File: src/rtl/u_rx.sv
// UART receiver: 2-flop synchronizer plus oversampled start/data/stop FSM.
// Frames are LSB first with one stop bit; good bytes pulse rx_done, bad stop bits pulse rx_frame_err.
module u_rx #(
  parameter int unsigned width        = 8,
  parameter int unsigned no_of_sample = 16
) (
  input  logic             clk,
  input  logic             rst_n,
  input  logic             rx_data_in,
  input  logic             baud_en_rx,
  output logic [width-1:0] rx_data_out,
  output logic             rx_done,
  output logic             rx_active,
  output logic             rx_frame_err
);

  localparam int unsigned CntW = $clog2(no_of_sample);
  localparam int unsigned BitW = $clog2(width);

  localparam logic [CntW-1:0] HalfM1  = CntW'(no_of_sample / 2 - 1);
  localparam logic [CntW-1:0] FullM1  = CntW'(no_of_sample - 1);
  localparam logic [BitW-1:0] LastBit = BitW'(width - 1);

  typedef enum logic [2:0] {StIdle, StStart, StData, StStop, StCleanup} state_e;

  state_e            state_q;
  logic              meta_q, rxs_q;
  logic [CntW-1:0]   cnt_q;
  logic [BitW-1:0]   bit_q;
  logic [width-1:0]  shift_q;
  logic [width-1:0]  data_q;
  logic              done_q, err_q, active_q;

  // Both flops reset high so a reset never looks like a start bit.
  always_ff @(posedge clk or negedge rst_n) begin
    if (!rst_n) begin
      meta_q <= 1'b1;
      rxs_q  <= 1'b1;
    end else begin
      meta_q <= rx_data_in;
      rxs_q  <= meta_q;
    end
  end

  always_ff @(posedge clk or negedge rst_n) begin
    if (!rst_n) begin
      state_q  <= StIdle;
      cnt_q    <= '0;
      bit_q    <= '0;
      shift_q  <= '0;
      data_q   <= '0;
      done_q   <= 1'b0;
      err_q    <= 1'b0;
      active_q <= 1'b0;
    end else begin
      done_q <= 1'b0;
      err_q  <= 1'b0;
      unique case (state_q)
        StIdle: begin
          cnt_q <= '0;
          bit_q <= '0;
          if (!rxs_q) begin
            state_q  <= StStart;
            active_q <= 1'b1;
          end
        end
        StStart: begin
          if (baud_en_rx) begin
            if (cnt_q == HalfM1) begin
              cnt_q <= '0;
              if (!rxs_q) begin
                state_q <= StData;
              end else begin
                // Line went back high before mid start bit: treat as noise.
                state_q  <= StIdle;
                active_q <= 1'b0;
              end
            end else begin
              cnt_q <= cnt_q + CntW'(1);
            end
          end
        end
        StData: begin
          if (baud_en_rx) begin
            if (cnt_q == FullM1) begin
              cnt_q   <= '0;
              shift_q <= {rxs_q, shift_q[width-1:1]};
              if (bit_q == LastBit) begin
                state_q <= StStop;
              end else begin
                bit_q <= bit_q + BitW'(1);
              end
            end else begin
              cnt_q <= cnt_q + CntW'(1);
            end
          end
        end
        StStop: begin
          if (baud_en_rx) begin
            if (cnt_q == FullM1) begin
              cnt_q <= '0;
              if (rxs_q) begin
                data_q <= shift_q;
                done_q <= 1'b1;
              end else begin
                err_q <= 1'b1;
              end
              state_q <= StCleanup;
            end else begin
              cnt_q <= cnt_q + CntW'(1);
            end
          end
        end
        StCleanup: begin
          // Wait out a held-low line (break) before re-arming start detection.
          if (rxs_q) begin
            state_q  <= StIdle;
            active_q <= 1'b0;
          end
        end
        default: begin
          state_q  <= StIdle;
          active_q <= 1'b0;
        end
      endcase
    end
  end

  assign rx_data_out  = data_q;
  assign rx_done      = done_q;
  assign rx_active    = active_q;
  assign rx_frame_err = err_q;

endmodule
File: config.mk
export PLATFORM = sky130hd
export DESIGN_NAME = u_rx
export DESIGN_NICKNAME = d
export VERILOG_FILES = /design/src/rtl/u_rx.sv
export SDC_FILE = /design/constraint.sdc
export NUM_CORES = 1
export LEC_CHECK = 0
export ABC_AREA = 1
export ABC_CLOCK_PERIOD_IN_PS = 1650
export BUFFER_PORTS_ARGS = -buffer_cell sky130_fd_sc_hd__buf_2
export CORE_ASPECT_RATIO = 1.2
export CORE_MARGIN = 8
export CORE_UTILIZATION = 40
export DETAILED_ROUTE_END_ITERATION = 12
export PLACE_DENSITY = 0.63
export SYNTH_ARGS = -nofsm -noshare
export SYNTH_HDL_FRONTEND = slang
export SYNTH_SLANG_ARGS = --single-unit
export TNS_END_PERCENT = 100
File: constraint.sdc
create_clock -name clk -period 1.65 [get_ports clk]
set_clock_uncertainty 0.05 [all_clocks]
set_input_delay 0.0825 -clock clk [delete_from_list [all_inputs] [get_ports clk]]
set_output_delay 0.0825 -clock clk [all_outputs]
set_load 0.03 [all_outputs]
==> results.md <==
* Outcome: finished, final reports clean
* Fin crit period at 1.55 ns
* CP Max Fanout at 11
* Routed WL per cell at 12.4 um
* TritonCTS buffer count at 5
* CP Data Required Time at 1.82 ns
* Ratio of cells with drive above 1 in the final layout at 24.5%
* Largest net degree at the start of global routing at 32
* H-tree lvl count at 2
* Pins Over Slew Limit at 0
* Clk buf depth at 2
* Drc violations at 0
* Number of global-route vias before repair at 1,100
* Final setup viols at 0
* Hold WC Path Type: in2reg
* Row count at 24
* Post-DP Area at 0.00155 sq mm
* Die area at 0.00582 sq mm
* Post-detail-place hpwl at 2.08 mm
* Routed Antenna Nets at 0
* Lkg Pwr at 0.973 nW
* Die span in y at 82.0 um
* IO Count at 15
* GRT Total Usage at 10.3%
* R2R depth at 8
* Fraction of the cycle the final worst path needs at 94.0%
* Worst hold stages at 3
* Worst slew margin at 55.5%
* ANT cells at 0
* DIE WIDTH at 71.0 um
* Clk_lat worst skew at 0.27 ns
* DRT Wirelength at 2.86 mm
* Fmax at 645 MHz
* Mapped Area at 0.00145 sq mm
* Via density at 4.95
* Global route total overflow at 0
* CTS tree: built
* Worst-margin pin slew at 0.668 ns
* Via count at 1,144
* Syn avg cell area at 8.75 sq um
* Antenna violations before repair at 0
* GP Congestion at 0.822
* Flops & latches, synth at 31
* Clk slew on worst S/H paths at 0.07 ns
* Critical Path Sink Type: flop
* Clock Root Buffer: clkbuf_8
* Core Area at 0.00354 sq mm
* Hold Fails Final Rpt at 0
* Synth Instances at 166
* Worst VDD drop at 0.000783 V
* Max_cap viols at 0
* Layout Nets at 198
* Sinks on Clock Net at 31
* Arr. time, crit path at 1.72 ns
* IO Port Bufs at 14
* Util after Layout at 49.0%
* Starting Density at 41.0%
* Starting DRT DRC Count at 82
* Syn nets at 173
* Register area share after synthesis at 53.6%
* Ys Warns at 0
* First-pass GRT wire length at 4.70 mm
* Area grow syn2layout at 19.6%
* Post-Layout Inst Area at 0.00174 sq mm
* Drt first pass iters at 5
* Worst setup SP type: flop
* P per Cell Area at 1510 mW/mm^2
* Crit path kind: reg2reg
* Distinct cells, synth at 22
[repair_timing]
item / CTS / global route
hold endpoints to repair: 30 / 0
gates resized for setup: 0 / 2
hold buffers: 2 / 0
setup endpoints to repair: 0 / 8
buffers inserted: 0 / 5
[state kept, by name, summed over array words and instances (netlist names)]
register / cells
rx_done: 1
state_q: 3
rx_data_out: 8
shift_q: 8
cnt_q: 4
rx_frame_err: 1
rx_active: 1
rxs_q: 1
bit_q: 3
meta_q: 1
[cell type report]
class / count / area (sq um)
inverters: 18 / 67.6
multi-input cells: 114 / 588
fillers: 344 / 1810
repair buffers: 21 / 138
well taps: 39 / 48.8
clock buffers: 6 / 82.6
clock inverters: 2 / 35.0
flip-flops and latches: 31 / 778
[synth_stat cells]
cell type / number / area (sq um)
buf_6: 2 / 22.5
nor2_1: 15 / 56.3
a32o_1: 1 / 10.0
dfstp_2: 2 / 52.6
o21bai_1: 1 / 7.51
a21oi_2: 3 / 26.3
a21oi_1: 2 / 10.0
ha_1: 3 / 37.5
buf_1: 1 / 3.75
inv_1: 15 / 56.3
nand2_2: 4 / 25.0
nand4_1: 1 / 6.26
inv_2: 3 / 11.3
nand3_1: 14 / 70.1
nand2_4: 1 / 11.3
xor2_1: 1 / 8.76
dfrtp_1: 29 / 726
o21ai_0: 6 / 30.0
o21ai_1: 11 / 55.1
nand2_1: 45 / 169
o21ai_2: 4 / 35.0
nor2_4: 2 / 22.5
[report_power, final]
group          switching [mW]  internal, mW
sequential              0.161         0.966
combinational           0.466         0.271
clock                   0.280         0.488
total                   0.907          1.73
[per-stage QoR]
| stage | std cells | setup slack [ns] | hold slack (ns) | TNS (ns) | total power, mW |
|---|---|---|---|---|---|
| floorplan | 166 | 0.307 | -0.263 | 0 | 1.66 |
| global placement | 216 | 0.151 | 0.105 | 0 | 1.81 |
| detailed placement | 216 | 0.0678 | 0.112 | 0 | 1.85 |
| CTS | 226 | 0.0539 | 0.0684 | 0 | 2.63 |
| global route | 231 | -0.0128 | 0.0943 | -0.0138 | 2.81 |
| finish | 231 | 0.0993 | 0.0764 | 0 | 2.63 |
[final timing paths]
check | startpoint | slack (ns) | to
setup / recovery | cnt_q[0]$_DFFE_PN0P_ | 0.1 | rx_data_out[5]$_DFFE_PN0P_
hold / removal | baud_en_rx | 0.08 | cnt_q[2]$_DFFE_PN0P_
setup reg to reg | cnt_q[0]$_DFFE_PN0P_ | 0.1 | rx_data_out[5]$_DFFE_PN0P_
hold reg to reg | meta_q$_DFF_PN1_ | 0.31 | rxs_q$_DFF_PN1_
max in group asynchronous | rst_n | 0.79 | state_q[2]$_DFFE_PN0P_
min in group asynchronous | rst_n | 0.32 | cnt_q[3]$_DFFE_PN0P_
[critical path, stage by stage, from the launching register on]
cell and delay [ns]:
dfrtp_1 0.38, ha_2 0.22, nand4_1 0.17, inv_2 0.14
nand2_4 0.12, nor2_4 0.14, clkbuf_2 0.15, nand2_1 0.06
nand2_1 0.06
[per-layer routing]
metal  global-route usage, %  vias up  share of wire (%)
met4                    5.00        0               0.87
met1                    10.9      534                 42
li1                        -      581                  -
met5                       0        -                  0
met3                    3.79        5                5.9
met2                    17.9       24                 51
[cell usage in the layout, fill, tap and decap left out, types with 3 or more instances in the layout]
master,count
nand2_1,45
nor2_1,15
o21ai_2,4
o21ai_0,6
buf_2,14
inv_2,3
dfrtp_1,29
nand3_1,14
nand2_2,3
clkbuf_8,6
a21oi_2,3
inv_1,15
o21ai_1,11
buf_4,3
[cell families (layout without fill, tap and decap cells)]
| logic type | after synthesis | after routing | synth area share (%) |
|---|---|---|---|
| XOR/XNOR | 1 | 1 | 0.603 |
| flip-flops | 31 | 31 | 53.6 |
| AND/OR/NAND/NOR | 82 | 82 | 24.8 |
| buffers and inverters | 21 | 47 | 6.46 |
| AO/OA/AOI/OAI | 28 | 28 | 12.0 |
| adder cells (fa/ha/maj) | 3 | 3 | 2.58 |
Power figures use the tool's default switching activity.
